$ cat src/rtl/display_frame_scheduler.sv
// -----------------------------------------------------------------------------
// display_frame_scheduler
//
// Time-slice owner of the single VGA plot port. Every frame it grants one
// map-redraw slot of MAP_CYCLES cycles, then one slot of CHAR_CYCLES cycles to
// each character enabled in the mask snapshotted at frame start, then a
// single DONE cycle. Positions and mask are frozen at frame start, so changes
// made mid-frame only take effect on the following frame.
//
// Optional feature macro: DISPLAY_OUT_REG_EN
//   defined   -> vga_plot/x/y/color are registered (one cycle of latency)
//   undefined -> vga_plot/x/y/color are a zero-latency combinational mux
//
// Ports
//   clock_50                          system clock, rising edge
//   resetn                            asynchronous active-low reset
//   run                               keep producing frames while high
//   char_en[NUM_CHAR]                 per-character enable mask
//   char_pos_x/char_pos_y             packed positions, index i at [i*XY_W +: XY_W]
//   map_plot/x/y/color                map controller pixel stream
//   cdc_plot/x/y/color                character controller pixel stream
//   map_start                         pulse on first cycle of the map slot
//   char_start                        pulse on first cycle of each character slot
//   char_sel, char_x, char_y          granted character and its frozen position
//   vga_plot/x/y/color                selected pixel stream
//   busy                              high during MAP or CHAR
//   frame_done                        pulse during the DONE cycle
// -----------------------------------------------------------------------------
module display_frame_scheduler #(
  parameter int NUM_CHAR    = 5,
  parameter int MAP_CYCLES  = 11025,
  parameter int CHAR_CYCLES = 101,
  parameter int XY_W        = 8,
  parameter int COLOR_W     = 3
) (
  input  logic                     clock_50,
  input  logic                     resetn,
  input  logic                     run,
  input  logic [NUM_CHAR-1:0]      char_en,
  input  logic [NUM_CHAR*XY_W-1:0] char_pos_x,
  input  logic [NUM_CHAR*XY_W-1:0] char_pos_y,
  input  logic                     map_plot,
  input  logic [XY_W-1:0]          map_x,
  input  logic [XY_W-1:0]          map_y,
  input  logic [COLOR_W-1:0]       map_color,
  input  logic                     cdc_plot,
  input  logic [XY_W-1:0]          cdc_x,
  input  logic [XY_W-1:0]          cdc_y,
  input  logic [COLOR_W-1:0]       cdc_color,
  output logic                     map_start,
  output logic                     char_start,
  output logic [2:0]               char_sel,
  output logic [XY_W-1:0]          char_x,
  output logic [XY_W-1:0]          char_y,
  output logic                     vga_plot,
  output logic [XY_W-1:0]          vga_x,
  output logic [XY_W-1:0]          vga_y,
  output logic [COLOR_W-1:0]       vga_color,
  output logic                     busy,
  output logic                     frame_done
);

  localparam int MAX_CYC = (MAP_CYCLES > CHAR_CYCLES) ? MAP_CYCLES : CHAR_CYCLES;
  // A budget of 1 would give a zero-width counter; keep at least one bit.
  localparam int CNT_W   = ($clog2(MAX_CYC) < 1) ? 1 : $clog2(MAX_CYC);
  localparam logic [CNT_W-1:0] MAP_LAST  = CNT_W'(MAP_CYCLES - 1);
  localparam logic [CNT_W-1:0] CHAR_LAST = CNT_W'(CHAR_CYCLES - 1);

  typedef enum logic [1:0] {
    S_IDLE = 2'd0,
    S_MAP  = 2'd1,
    S_CHAR = 2'd2,
    S_DONE = 2'd3
  } state_t;

  state_t                     state_q, state_d;
  logic [CNT_W-1:0]           cnt_q, cnt_d;
  logic [2:0]                 idx_q, idx_d;
  logic [NUM_CHAR-1:0]        mask_q, mask_d;
  logic [NUM_CHAR*XY_W-1:0]   posx_q, posx_d;
  logic [NUM_CHAR*XY_W-1:0]   posy_q, posy_d;

  logic                       next_found;
  logic [2:0]                 next_idx;
  logic                       in_map;
  logic                       in_char;
  logic [XY_W-1:0]            sel_x;
  logic [XY_W-1:0]            sel_y;

  logic                       vga_plot_d;
  logic [XY_W-1:0]            vga_x_d;
  logic [XY_W-1:0]            vga_y_d;
  logic [COLOR_W-1:0]         vga_color_d;

  // Lowest enabled index above the current one; in MAP every index qualifies,
  // which yields the first character slot of the frame. The loop runs
  // downward so the last hit is the lowest qualifying index.
  always_comb begin
    next_found = 1'b0;
    next_idx   = 3'd0;
    for (int i = NUM_CHAR - 1; i >= 0; i--) begin
      if (mask_q[i] && ((state_q == S_MAP) || (3'(i) > idx_q))) begin
        next_found = 1'b1;
        next_idx   = 3'(i);
      end else begin
        next_found = next_found;
      end
    end
  end

  // Next-state, slot counter and frame-start snapshot logic.
  always_comb begin
    state_d = state_q;
    cnt_d   = cnt_q;
    idx_d   = idx_q;
    mask_d  = mask_q;
    posx_d  = posx_q;
    posy_d  = posy_q;
    case (state_q)
      S_IDLE, S_DONE: begin
        if (run) begin
          state_d = S_MAP;
          cnt_d   = '0;
          idx_d   = 3'd0;
          mask_d  = char_en;
          posx_d  = char_pos_x;
          posy_d  = char_pos_y;
        end else begin
          state_d = S_IDLE;
          cnt_d   = '0;
        end
      end
      S_MAP: begin
        if (cnt_q == MAP_LAST) begin
          cnt_d = '0;
          if (next_found) begin
            state_d = S_CHAR;
            idx_d   = next_idx;
          end else begin
            state_d = S_DONE;
          end
        end else begin
          cnt_d = cnt_q + CNT_W'(1);
        end
      end
      S_CHAR: begin
        if (cnt_q == CHAR_LAST) begin
          cnt_d = '0;
          if (next_found) begin
            idx_d = next_idx;
          end else begin
            state_d = S_DONE;
          end
        end else begin
          cnt_d = cnt_q + CNT_W'(1);
        end
      end
      default: begin
        state_d = S_IDLE;
        cnt_d   = '0;
      end
    endcase
  end

  // Scheduler state register with asynchronous clear.
  always_ff @(posedge clock_50 or negedge resetn) begin
    if (!resetn) begin
      state_q <= S_IDLE;
      cnt_q   <= '0;
      idx_q   <= 3'd0;
      mask_q  <= '0;
      posx_q  <= '0;
      posy_q  <= '0;
    end else begin
      state_q <= state_d;
      cnt_q   <= cnt_d;
      idx_q   <= idx_d;
      mask_q  <= mask_d;
      posx_q  <= posx_d;
      posy_q  <= posy_d;
    end
  end

  // Frozen position of the granted character; constant-index loop avoids a
  // variable part-select that could reach past the last slot.
  always_comb begin
    sel_x = '0;
    sel_y = '0;
    for (int i = 0; i < NUM_CHAR; i++) begin
      if (idx_q == 3'(i)) begin
        sel_x = posx_q[i*XY_W +: XY_W];
        sel_y = posy_q[i*XY_W +: XY_W];
      end else begin
        sel_x = sel_x;
      end
    end
  end

  // Status and start pulses decoded from registered state only.
  always_comb begin
    in_map     = (state_q == S_MAP);
    in_char    = (state_q == S_CHAR);
    map_start  = in_map  && (cnt_q == '0);
    char_start = in_char && (cnt_q == '0);
    char_sel   = in_char ? idx_q : 3'd0;
    char_x     = in_char ? sel_x : '0;
    char_y     = in_char ? sel_y : '0;
    busy       = in_map || in_char;
    frame_done = (state_q == S_DONE);
  end

  // Plot-port mux: the owner of the current slot drives VGA, otherwise silence.
  always_comb begin
    if (in_map) begin
      vga_plot_d  = map_plot;
      vga_x_d     = map_x;
      vga_y_d     = map_y;
      vga_color_d = map_color;
    end else if (in_char) begin
      vga_plot_d  = cdc_plot;
      vga_x_d     = cdc_x;
      vga_y_d     = cdc_y;
      vga_color_d = cdc_color;
    end else begin
      vga_plot_d  = 1'b0;
      vga_x_d     = '0;
      vga_y_d     = '0;
      vga_color_d = '0;
    end
  end

`ifdef DISPLAY_OUT_REG_EN
  // Registered VGA port: everything lands one cycle later, slot edges included.
  always_ff @(posedge clock_50 or negedge resetn) begin
    if (!resetn) begin
      vga_plot  <= 1'b0;
      vga_x     <= '0;
      vga_y     <= '0;
      vga_color <= '0;
    end else begin
      vga_plot  <= vga_plot_d;
      vga_x     <= vga_x_d;
      vga_y     <= vga_y_d;
      vga_color <= vga_color_d;
    end
  end
`else
  // Zero-latency VGA port.
  always_comb begin
    vga_plot  = vga_plot_d;
    vga_x     = vga_x_d;
    vga_y     = vga_y_d;
    vga_color = vga_color_d;
  end
`endif

endmodule

$ cat config.mk
export PLATFORM = sky130hd
export DESIGN_NAME = display_frame_scheduler
export DESIGN_NICKNAME = d
export VERILOG_FILES = /design/src/rtl/display_frame_scheduler.sv
export SDC_FILE = /design/constraint.sdc
export NUM_CORES = 1
export LEC_CHECK = 0
export CAP_MARGIN = 20
export CELL_PAD_IN_SITES_DETAIL_PLACEMENT = 0
export CELL_PAD_IN_SITES_GLOBAL_PLACEMENT = 1
export CORE_AREA = 2 2 152 109
export CTS_BUF_LIST = sky130_fd_sc_hd__clkbuf_4
export CTS_CLUSTER_SIZE = 24
export DETAILED_ROUTE_END_ITERATION = 10
export DIE_AREA = 0 0 154 111
export GPL_TIMING_DRIVEN = 0
export PLACE_DENSITY = 0.88
export SLEW_MARGIN = 10
export SYNTH_ARGS = -nofsm -noshare
export SYNTH_HDL_FRONTEND = slang
export SYNTH_SLANG_ARGS = --single-unit
$ cat constraint.sdc
create_clock -name clock_50 -period 1.9 [get_ports clock_50]
set_clock_uncertainty 0.15 [all_clocks]
set_input_delay 0.19 -clock clock_50 [delete_from_list [all_inputs] [get_ports clock_50]]
set_output_delay 0.19 -clock clock_50 [all_outputs]
set_load 0.02 [all_outputs]
* Word level (Yosys, flattened, before mapping) *
Cells that the tools add are included.

word-level totals
  register bits = 104
  latch bits = 0
  memory bits (writable) = 0
  bits in read-only memories = 0
  output and inout port bits = 43
  memories kept = 0

cells by class
  $add $sub $neg = 1
  multipliers = 0
  divide/modulo/power cells = 0
  magnitude comparators = 5
  equality and inequality tests = 13
  shift operators = 0
  muxes and demuxes = 45
  bitwise logic cells = 0
  reductions and logical operators = 20

operators by type and width
  operator                                                                         number
  8-bit two-way mux                                                                16
  14-bit case mux with 3 select lines                                              1
  3-bit two-way mux                                                                12
  14-bit two-way mux                                                               2
  14-bit by 1-bit adder with 14-bit output (second input constant)                 1
  14-bit == test (second input constant)                                           1
  14-bit by 7-bit == test with 1-bit output (second input constant)                1
  14-bit zero test                                                                 1
  1-bit two-way mux                                                                9
  3-bit case mux with 3 select lines                                               1
  1-bit logical AND                                                                7
  3-bit by 2-bit == test with 1-bit output (second input constant)                 2
  1-bit by 3-bit greater-than comparator with 1-bit output (first input constant)  2
  2-bit by 3-bit greater-than comparator with 1-bit output (first input constant)  2
  1-bit logical OR                                                                 6
  2-bit two-way mux                                                                3
  2-bit case mux with 3 select lines                                               1
  3-bit AND reduction                                                              2
  2-bit == test (second input constant)                                            2
  2-bit by 1-bit != test with 1-bit output (second input constant)                 2
  2-bit != test (second input constant)                                            2
  3-bit by 1-bit == test with 1-bit output (second input constant)                 1
  3-bit == test (second input constant)                                            1
  3-bit greater-than comparator (first input constant)                             1
  5 further kinds                                                                  5

* Depth between registers and ports, before layout *
Gate-level depths: netlist of run 1.

  word-level depth = 11
  gate-level depth with buffers = 9
  gate-level depth less buffers = 7

* Least setup slack after synthesis of run 1 *
No wires, ideal clock.

  path type = register to register
  from = reg state_q[0]
  to = reg idx_q[1]
  library setup time = 0.128 ns
  arrival time = 1.842 ns
  setup slack = -0.219 ns
  cell stages (with the launch flop) = 8
  buffers on the path = 1
  period minus slack after synthesis = 2.119 ns
  cell sequence = dfrtp_1 > ha_1 > buf_2 > nand2b_1 > o221ai_1 > nand2_1 > o221ai_2 > mux2_1

between the ends
  cells in the longest elaborated chain, start to end = 11
  elaborated cells on any way between the ends = 32
  those cells by class = eq/ne: 6; mux: 13; reduce/logical: 13

RTL lines
  element                                      RTL line  source
  start, declared                              76        state_t state_q, state_d;
  start signal, assigned                       175       state_q <= state_d;
  2-bit by 1-bit == test with 1-bit output     102, 119
  1-bit logical OR                             102       if (mask_q[i] && ((state_q == S_MAP) || (3'(i) > idx_q))) begin
  1-bit logical AND                            102
  1-bit two-way mux (5 in series)              102
  3-bit two-way mux                            136, 149
  3-bit two-way mux, on equally long branches  147, 134
  3-bit case mux with 3 select lines           119       case (state_q)
  end signal, assigned                         177       idx_q <= idx_d;
  end, declared                                78        logic [2:0] idx_q, idx_d;

Several ways; a longest one is shown, not always the timed one. The select of a mux whose other input is x is not followed.
A chain may end at the register's enable or synchronous reset.

* Final worst setup path of run 1 *
  from = reg idx_q[0]
  to = out char_y[1]

between the ends
  cells in the longest elaborated chain, start to end = 7
  elaborated cells on any way between the ends = 11
  those cells by class = eq/ne: 4; mux: 6; reduce/logical: 1

RTL lines
  element                          RTL line  source
  3-bit zero test                  190       if (idx_q == 3'(i)) begin
  8-bit two-way mux (4 in series)  190
  8-bit two-way mux *              190
  8-bit two-way mux *              207       char_y = in_char ? sel_y : '0;
  end, declared                    54        output logic [XY_W-1:0] char_y,

Every way passes the cells marked *; elsewhere a longest branch is shown, timed or not.

==> parameters.txt, run 1 <==
Parameter                              Value

STA
  Slew at the pin closest to its max-slew limit    0.4437 ns
  Max-slew violation total from the final report    0
  Final hold slack    0.06309 ns
  Total negative slack for setup checks    -16.84 ns
  Slew margin rel.    70.42%
  Crit share post-route    129.0%
  Setup repair after global routing missed its margin    true
  Setup slack of the critical path after layout    -0.5518 ns
  Hold violation count in the final report    0
  Achievable Freq    407.9 MHz
  Min Tclk post-route    2.452 ns
  Final number of setup-violating endpoints    66

Layout
  Area growth from synthesis to layout    68.67%
  Final antenna diode count    0
  Number of nets in the finished design    765
  Utilization after layout    54.16%
  Layout cell share with drive strength beyond 1    47.01%

Critical path
  Maximum net fanout on the critical path    10
  Delay of the slowest cell on the worst path    0.47 ns
  Kind of cell adding the most delay to the critical path    buffers and inverters
  Top cell by count, worst path    buf_6
  Buf/Inv on CP    4
  Critical Path AT    2.11 ns
  Master of the slowest instance on the critical path    dfrtp_2
  Required arrival time at the worst endpoint    1.56 ns
  Critical path capture point type    output port
  Startpoint-to-endpoint class of the critical path    reg2out
  CP cell instances    buf_6 > buf_16 > nor3_4 > buf_6 > a22oi_1 > nor2_1 > buf_2
  Category of the worst setup path launch point    flip-flop

Synth
  Flop and latch count out of synthesis    104
  Biggest area consumer among synthesized cells    dfrtp_1
  Number of unique standard cell types used by synthesis    41
  EDFF count, synth    0
  Complex-gate fraction of the synthesized area    7.592%
  Simple-gate share of the synthesized area    8.133%
  Yosys warning total    0
  FFs w/ async S/R, synth    100.0%
  Synthesized instance count    392
  Share of synthesized cell area in full adder, half adder and majority cells    1.229%
  Syn_nets    525
  Area share of xor/xnor cells in the synthesized design    2.064%
  Mean Syn Cell Area    12.99 sq um
  Share of the synthesized area in the top cell type    51.11%
  Cell with the most instances after synthesis    dfrtp_1
  Post-synthesis sequential area ratio    51.11%
  Top cells by instance count after synthesis    104 x dfrtp_1, 45 x mux2_2, 43 x mux2_1, 38 x nor2_1, 20 x a22o_1
  Fraction of synthesized area in multiplexers    26.93%
  Area of the mapped netlist    5092 sq um
  Largest cells by area after synthesis    dfrtp_1 51%, mux2_2 10%, mux2_1 9.5%, mux4_2 7.1%, a22o_1 3.4%
  Most used flip-flop cell after synthesis    dfrtp_1
  Combinational family with the most area after synthesis    multiplexers

CTS
  Number of sinks handled by clock tree synthesis    104
  CTS root buffer    clkbuf_4
  Post-CTS clock slew at the launch and capture registers of the worst setup and hold paths    0.16 ns
  CTS tree    yes
  TritonCTS buffer count    9
  Clock Path Buffers    2
  Maximum level of the CTS H-tree    3
  Clk_lat worst skew    0.43 ns

Global routing
  First-pass GRT wire length    24710 microns
  Total gr overflow    0
  Total global routing track utilization    18.77%
  Largest net degree at the start of global routing    63
  Via count of the first global-routing pass    4511
  Initial antenna violation count    0

Die
  Die outline area    17090 sq um
  Core area    15860 sq um
  I/O pins    171
  Initial Util    32.11%
  Die X    154 microns
  Y dimension of the die    111 microns
  Std cell rows    39

Run status
  Outcome    finished, violations left
  Violated checks    setup timing

Flow run
  Number of max-cap violations    0

Drt
  Initial DRC count    186
  Total wire length after detailed routing    17060 microns
  Post-detailed-route wirelength per cell    20.28 microns
  Antenna Violating Nets Remaining    0
  Number of DRC violations after detailed routing    0
  Avg Vias per Cell    5.059
  Initial DRT Pass Iterations    4
  Total number of vias    4255

Power and ir drop
  Total power after layout    3883 uW
  Proportion of total power due to net switching    21.87%
  Clock network fraction of design power    31.7%
  Pwr Density    452.1 nW/um^2
  Combinational power share    11.2%
  Worst VDD drop    327.3 uV
  Relative contribution of sequential cells to total power    57.0%
  Switching power    849.2 uW
  Static power due to leakage    0.004050 uW
  Internal Pwr Total    3034 uW

Place
  Input/output buffers    170
  Dpl hpwl    10790 microns
  Global placer's final weighted congestion    0.7862

Hold path
  Worst hold-check path type    in2async
-- worst register-to-register path, stage by stage, from the launching register on --
cell      delay [ns]
dfrtp_1         0.44
inv_2           0.08
ha_4            0.16
buf_6           0.12
buf_6           0.11
buf_6           0.12
nand2b_4        0.15
o221ai_4        0.20
nand2_2         0.12
o221ai_4        0.25
mux2_4          0.33
-- final timing paths --
path,slack (ns),start,depth (start not counted),endpoint
max,-0.55,idx_q[0],7,char_y[1]
min,0.06,resetn,2,posy_q[17]
max reg2reg,-0.43,state_q[1],10,idx_q[2]
min reg2reg,0.37,posx_q[23],1,posx_q[23]
max in group asynchronous,0.87,resetn,3,posy_q[39]
min in group clock_50,0.20,char_pos_y[16],2,posy_q[16]
-- layer usage --
metal | routed length, microns | global-route usage (%)
met1 | 7347 | 23.91
met2 | 8460 | 32.50
met3 | 1102 | 5.004
met4 | 147 | 3.364
met5 | 0 | 0
-- power groups by stage --
stage	logic (uW)	clock network, uW	registers [uW]
global placement	411	0	2260
finish	436	1230	2210
detailed placement	421	0	2260
floorplan	55.0	0	2260
global route	464	1370	2220
CTS	435	1300	2210
-- final cells by class --
cell class	instances	area [sq um]
Fill cell	1296	7269
Multi-Input combinational cell	253	2734
Sequential cell	104	2608
Timing Repair Buffer	229	2392
Buffer	25	401.6
Tap cell	205	256.5
Clock inverter	6	82.58
Clock buffer	9	67.56
Inverter	10	47.55
-- flip-flops by register name, indices dropped and copies added (netlist names) --
name     flops
state_q      2
mask_q       5
posx_q      40
posy_q      40
cnt_q       14
idx_q        3
-- kinds of logic after synthesis --
group           count (synthesis)
flops                         104
xor+xnor                       12
fa+ha+maj                       5
simple gates                   83
buf+inv                        35
compound gates                 47
mux                           106
-- what timing repair did --
item                       4_1_cts  5_1_grt
resized for setup              347      107
pin swaps                       13       28
setup buffers                   35       15
hold endpoints to repair       104        0
hold buffers                     1        0
cloned                           6        5
setup endpoints to repair      138      105
-- through the flow --
stage,std cells,setup WS [ns],area [sq um]
2_1_floorplan,392,-0.1129,5115
3_3_place_gp,767,-3.342,7073
3_5_place_dp,768,-1.052,7102
4_1_cts,823,-0.5585,8031
5_1_grt,841,-0.6492,8589
6_report,841,-0.5518,8589
-- placed cells by master (no fill, tap or decap), types with 6 or more instances in the layout --
| master | netlist | routed |
|---|---|---|
| clkdlybuf4s50_1 | 0 | 126 |
| dfrtp_1 | 104 | 100 |
| buf_6 | 0 | 49 |
| mux2_2 | 45 | 45 |
| mux2_4 | 0 | 43 |
| buf_4 | 0 | 41 |
| nor2_1 | 38 | 21 |
| a22o_1 | 20 | 20 |
| mux4_2 | 16 | 16 |
| nor2_2 | 0 | 11 |
| buf_8 | 1 | 10 |
| a22oi_1 | 16 | 10 |
| buf_12 | 0 | 9 |
| clkbuf_4 | 0 | 9 |
| nand2_1 | 12 | 8 |
| a22oi_2 | 1 | 7 |
| nand3_1 | 7 | 7 |
| xor2_1 | 7 | 7 |
| clkbuf_16 | 0 | 7 |
| nor2_4 | 0 | 6 |
No activity file was read; power rests on OpenSTA's default activity.
==> inputs of run 2 (changes only) <==
Settings changed: ABC_AREA set to 1, CORE_AREA 2 2 152 109 to 2 2 104 181, DIE_AREA 0 0 154 111 to 0 0 106 183, PLACE_DENSITY 0.88 to 0.87.
==> run 2 against run 1 <==
The flow still finishes with violations (setup timing); final cell count is 42% higher; maximum frequency is 2.1% higher; total power is 0.39% higher; synthesized area is 3.1% higher; sequential cell count stayed put.
==> parameters.txt, run 2 <==
Parameter                              Value

Run status
  Outcome    finished, violations left
  Violated checks    setup timing

Drt
  Post-detailed-route wirelength per cell    16.58 microns
  Initial DRC count    349
  Antenna Violating Nets Remaining    0
  Initial DRT Pass Iterations    5
  Number of DRC violations after detailed routing    0
  Total number of vias    5666
  Total wire length after detailed routing    19820 microns
  Avg Vias per Cell    4.741

CTS
  Maximum level of the CTS H-tree    3
  CTS root buffer    clkbuf_4
  Post-CTS clock slew at the launch and capture registers of the worst setup and hold paths    0.18 ns
  Clock Path Buffers    2
  TritonCTS buffer count    9
  CTS tree    yes
  Clk_lat worst skew    0.48 ns
  Number of sinks handled by clock tree synthesis    104

Critical path
  Critical path capture point type    output port
  Worst R2R Setup Slack    -0.23 ns
  Reg-to-reg critical path endpoint    idx_q[0]
  Top cell by count, worst path    buf_6
  CP cell instances    buf_6 > nor3_4 > inv_2 > buf_8 > buf_12 > a41oi_4 > buf_6
  Kind of cell adding the most delay to the critical path    buffers and inverters
  RR Startpoint    state_q[1]
  Startpoint-to-endpoint class of the critical path    reg2out
  Depth of the worst register-to-register path    14
  Category of the worst setup path launch point    flip-flop
  Maximum net fanout on the critical path    11
  Master of the slowest instance on the critical path    dfrtp_2
  Critical Path AT    2.06 ns
  Buf/Inv on CP    5
  Delay of the slowest cell on the worst path    0.49 ns
  Required arrival time at the worst endpoint    1.56 ns

STA
  Slew margin rel.    48.01%
  Achievable Freq    416.5 MHz
  Hold violation count in the final report    0
  Setup repair after global routing missed its margin    true
  Crit share post-route    126.4%
  Slew at the pin closest to its max-slew limit    0.7773 ns
  Final number of setup-violating endpoints    46
  Min Tclk post-route    2.401 ns
  Setup slack of the critical path after layout    -0.5010 ns
  Max-slew violation total from the final report    0

Synth
  Biggest area consumer among synthesized cells    dfrtp_1
  Yosys warning total    0
  Most used flip-flop cell after synthesis    dfrtp_1
  EDFF count, synth    0
  Number of unique standard cell types used by synthesis    28
  Area of the mapped netlist    5251 sq um
  Syn_nets    847
  Mean Syn Cell Area    7.355 sq um
  Synthesized instance count    714
  Cell with the most instances after synthesis    nand2_1
  Share of the synthesized area in the top cell type    49.56%
  FFs w/ async S/R, synth    100.0%
  Largest cells by area after synthesis    dfrtp_1 50%, nand2_1 26%, nand3_1 3.6%, inv_1 2.3%, nor2_1 2.3%
  Flop and latch count out of synthesis    104
  Post-synthesis sequential area ratio    49.56%
  Top cells by instance count after synthesis    368 x nand2_1, 104 x dfrtp_1, 38 x nand3_1, 32 x inv_1, 32 x nor2_1

Place
  Dpl hpwl    13480 microns
  Global placer's final weighted congestion    0.8573
  Post-Place Cell Area    7274 sq um
  Input/output buffers    170

Hold path
  Hold Crit Start    char_pos_y[25]
  Worst hold-check path type    in2reg
  Endpoint, Worst Hold    posy_q[25]
  Hold depth    3

Global routing
  Total global routing track utilization    19.84%
  Total gr overflow    0
  Initial antenna violation count    1
  Largest net degree at the start of global routing    88
  First-pass GRT wire length    29380 microns
  Via count of the first global-routing pass    5625

Die
  I/O pins    171
  Die X    106 microns
  Std cell rows    65
  Core area    17970 sq um
  Die outline area    19400 sq um
  Initial Util    29.22%
  Y dimension of the die    183 microns

Layout
  Area growth from synthesis to layout    73.55%
  Post-route standard cell area excluding fillers    9114 sq um
  Utilization after layout    50.71%
  Leading registers by flop count    posx_q (40), posy_q (40), cnt_q (14)
  Commonest cells after routing, fill and taps aside    320 x nand2_1, 126 x clkdlybuf4s50_1, 101 x dfrtp_1, 57 x buf_6, 38 x buf_4
  Filler Cells Inserted    1672
  Most common cell after layout, fill and taps aside    nand2_1
  Number of nets in the finished design    1088
  Layout cell share with drive strength beyond 1    31.77%

Power and ir drop
  Static power due to leakage    0.004312 uW
  Worst VDD drop    263.0 uV
  Pwr Density    427.7 nW/um^2

Flow run
  Number of max-cap violations    0
[run 2: layer usage]
layer	up-vias	routed length [microns]	GRT usage, %
met5	-	0	0
li1	2739	-	-
met2	169	10970	36.36
met3	37	641	1.919
met1	2721	7468	23.06
met4	0	739	9.105
[run 2: final cells by class]
cell class | instances | area (sq um) | area share [%]
inverter | 38 | 171.4 | 1.881
tap | 234 | 292.8 | 3.213
antenna | 1 | 2.502 | 0.02746
sequential | 104 | 2606 | 28.60
timing repair inverter | 1 | 6.256 | 0.06864
timing repair buffer | 231 | 2417 | 26.52
clock buffer | 9 | 67.56 | 0.7414
multi-input combinational | 538 | 3132 | 34.36
clock inverter | 7 | 78.83 | 0.8649
buffer | 32 | 339.1 | 3.720
[run 2: worst max path at each step]
stage	end	startpoint	depth (start not counted)	slack, ns
3_5_place_dp	char_y[1]	idx_q[2]	6	-0.92
3_3_place_gp	cnt_q[10]	resetn	1	-3.53
6_report	char_y[5]	idx_q[0]	7	-0.50
2_1_floorplan	char_x[3]	idx_q[2]	7	0.02
4_1_cts	char_y[1]	idx_q[2]	8	-0.49
5_1_grt	char_y[7]	idx_q[0]	6	-0.56
[run 2: what timing repair did]
item	in CTS	in global routing
gates resized for setup	443	123
setup buffers	31	18
endpoints found under the hold margin	104	0
endpoints found under the setup margin	133	124
gates cloned	5	5
pin swaps	41	51
hold buffers	2	0
[run 2: kinds of logic after synthesis]
kind of cell             after synthesis  synth area share [%]
AO/OA/AOI/OAI                         65                 7.696
AND/OR/NAND/NOR                      462                 35.24
flip-flops                           104                 49.56
XOR/XNOR                               6                 1.001
adder cells (fa/ha/maj)                5                 1.191
buffers and inverters                 72                 5.313
[run 2: metrics by stage]
stage / total power, uW / TNS, ns / cells / setup WS, ns / hold WS [ns]
after floorplan: 2304 / 0 / 714 / 0.02132 / -0.2556
after global placement: 2671 / -418.88 / 1118 / -3.529 / 0.3060
after detailed placement: 2677 / -54.18 / 1119 / -0.9176 / -0.1108
after CTS: 3907 / -14.42 / 1173 / -0.4870 / 0.04562
after global routing: 4046 / -19.39 / 1195 / -0.5610 / 0.04576
final: 3898 / -14.99 / 1195 / -0.5010 / 0.07047
[run 2: tightest hold or removal path: cells and delay by family]
family / cells / cell delay, ns
buffers and inverters: 1 / 0.40
and+or+nand+nor: 2 / 0.10
[run 2: where the power goes]
group,switching [uW],internal (uW)
clock network,807,419
logic,162,295
registers,0,2210
==> inputs of run 3 (changes only) <==
Settings changed: CTS_BUF_LIST sky130_fd_sc_hd__clkbuf_4 to sky130_fd_sc_hd__clkbuf_8.
==> run 3 against run 2 <==
The run still ends with setup timing left; total power up 7.2%; sequential share of layout area up 0.067 points; maximum frequency up 5.5%; final cell count about the same; first-iteration DRC count down 3.4%; sequential power about the same.
==> parameters.txt, run 3 (synthesis gave the netlist of run 2 again) <==
Parameter                              Value

Critical path
  Depth of the worst register-to-register path    13
  Required arrival time at the worst endpoint    1.56 ns
  CP cell instances    nor3_4 > inv_2 > buf_8 > buf_12 > a41oi_4 > buf_6
  Master of the slowest instance on the critical path    dfrtp_2
  Maximum net fanout on the critical path    6
  Critical Path AT    1.94 ns
  Delay of the slowest cell on the worst path    0.50 ns
  Critical path capture point type    output port
  First element of the critical path    idx_q[1]
  Startpoint-to-endpoint class of the critical path    reg2out
  Termination of the worst setup path    char_y[5]
  Category of the worst setup path launch point    flip-flop
  Reg-to-reg critical path endpoint    idx_q[0]
  Worst R2R Setup Slack    -0.07 ns
  RR Startpoint    state_q[1]

Layout
  Commonest cells after routing, fill and taps aside    318 x nand2_1, 126 x clkdlybuf4s50_1, 101 x dfrtp_1, 54 x buf_6, 44 x buf_4
  Most common cell after layout, fill and taps aside    nand2_1
  Area growth from synthesis to layout    73.15%
  Post-layout instance count excluding filler cells    1194
  Leading registers by flop count    posx_q (40), posy_q (40), cnt_q (14)
  Layout cell share with drive strength beyond 1    31.77%
  Final antenna diode count    0
  Number of nets in the finished design    1088
  Utilization after layout    50.59%

Run status
  Outcome    finished, violations left
  Violated checks    setup timing

Hold path
  Worst hold-check path type    in2async

Die
  Die outline area    19400 sq um
  Y dimension of the die    183 microns
  Initial Util    29.22%
  I/O pins    171
  Die X    106 microns
  Core area    17970 sq um
  Std cell rows    65

STA
  Max-slew violation total from the final report    0
  Final hold slack    0.05694 ns
  Setup repair after global routing missed its margin    true
  Slew margin rel.    70.42%
  Hold violation count in the final report    0
  Min Tclk post-route    2.276 ns
  Crit share post-route    119.8%
  Final number of setup-violating endpoints    44
  Setup slack of the critical path after layout    -0.3759 ns
  Slew at the pin closest to its max-slew limit    0.4436 ns
  Achievable Freq    439.4 MHz

CTS
  TritonCTS buffer count    9
  Clock Path Buffers    2
  CTS tree    yes
  Maximum level of the CTS H-tree    3
  Clk_lat worst skew    0.39 ns
  Number of sinks handled by clock tree synthesis    104
  CTS root buffer    clkbuf_8
  Post-CTS clock slew at the launch and capture registers of the worst setup and hold paths    0.11 ns

Drt
  Antenna Violating Nets Remaining    0
  Post-detailed-route wirelength per cell    16.50 microns
  Initial DRC count    337
  Initial DRT Pass Iterations    6
  Total wire length after detailed routing    19700 microns
  Avg Vias per Cell    4.760
  Total number of vias    5684
  Number of DRC violations after detailed routing    0

Global routing
  Total gr overflow    0
  Largest net degree at the start of global routing    88
  First-pass GRT wire length    29430 microns
  Total global routing track utilization    19.75%
  Via count of the first global-routing pass    5668
  Initial antenna violation count    0

Place
  Global placer's final weighted congestion    0.8573
  Post-Place Cells    1119
  Input/output buffers    170
  Dpl hpwl    13480 microns

Power and ir drop
  Pwr Density    459.4 nW/um^2
  Worst VDD drop    285.0 uV
  Total power after layout    4177 uW
  Static power due to leakage    0.004353 uW

Flow run
  Number of max-cap violations    0
run 3: what timing repair did:
item,CTS,global route
pin swaps,60,60
hold endpoints to repair,104,0
resized for setup,442,116
hold buffers,1,0
gates cloned,7,4
setup endpoints to repair,133,127
buffers inserted,39,10
run 3: critical path, delay by kind of cell (launching register included):
family                 cells  cell delay (ns)
flip-flops                 1             0.50
AO/OA/AOI/OAI              1             0.26
AND/OR/NAND/NOR            1             0.26
buffers and inverters      4             0.53
run 3: per-stage QoR:
step	worst slack, ns	setup TNS, ns	instance area [sq um]
after floorplan	0.02132	0	5251
after global placement	-3.529	-418.88	7246
after detailed placement	-0.9176	-54.18	7274
after CTS	-0.3806	-8.789	8632
after global routing	-0.4092	-11.66	9092
final	-0.3759	-8.724	9092
run 3: layout make-up:
class                   count  area, sq um
inverters                  38        176.4
repair inverters            1        6.256
multi-input cells         538         3090
well taps                 234        292.8
fillers                  1670         8881
flip-flops and latches    104         2606
plain buffers              33        355.3
repair buffers            230         2352
clock buffers              10        137.6
clock inverters             6        75.07
run 3: power by group:
part | total (uW) | switching (uW) | internal (uW)
Combinational | 460 | 165 | 295
Clock | 1510 | 839 | 667
Sequential | 2210 | 0 | 2210
Total | 4180 | 1000 | 3170
run 3: layer usage:
metal / share of wire, % / GRT usage [%]
met5: 0 / 0
met3: 4.1 / 1.955
met4: 2.5 / 7.789
met1: 37 / 23.26
met2: 56 / 36.44
run 3: worst min path at each step:
stage | to | startpoint | cells past startpoint | slack, ns
after detailed placement | posy_q[11] | resetn | 1 | -0.11
after global routing | posy_q[8] | resetn | 2 | 0.09
final | posy_q[14] | resetn | 2 | 0.06
after global placement | posx_q[21] | posx_q[21] | 2 | 0.31
after CTS | posy_q[0] | resetn | 2 | 0.06
after floorplan | cnt_q[0] | resetn | 0 | -0.26
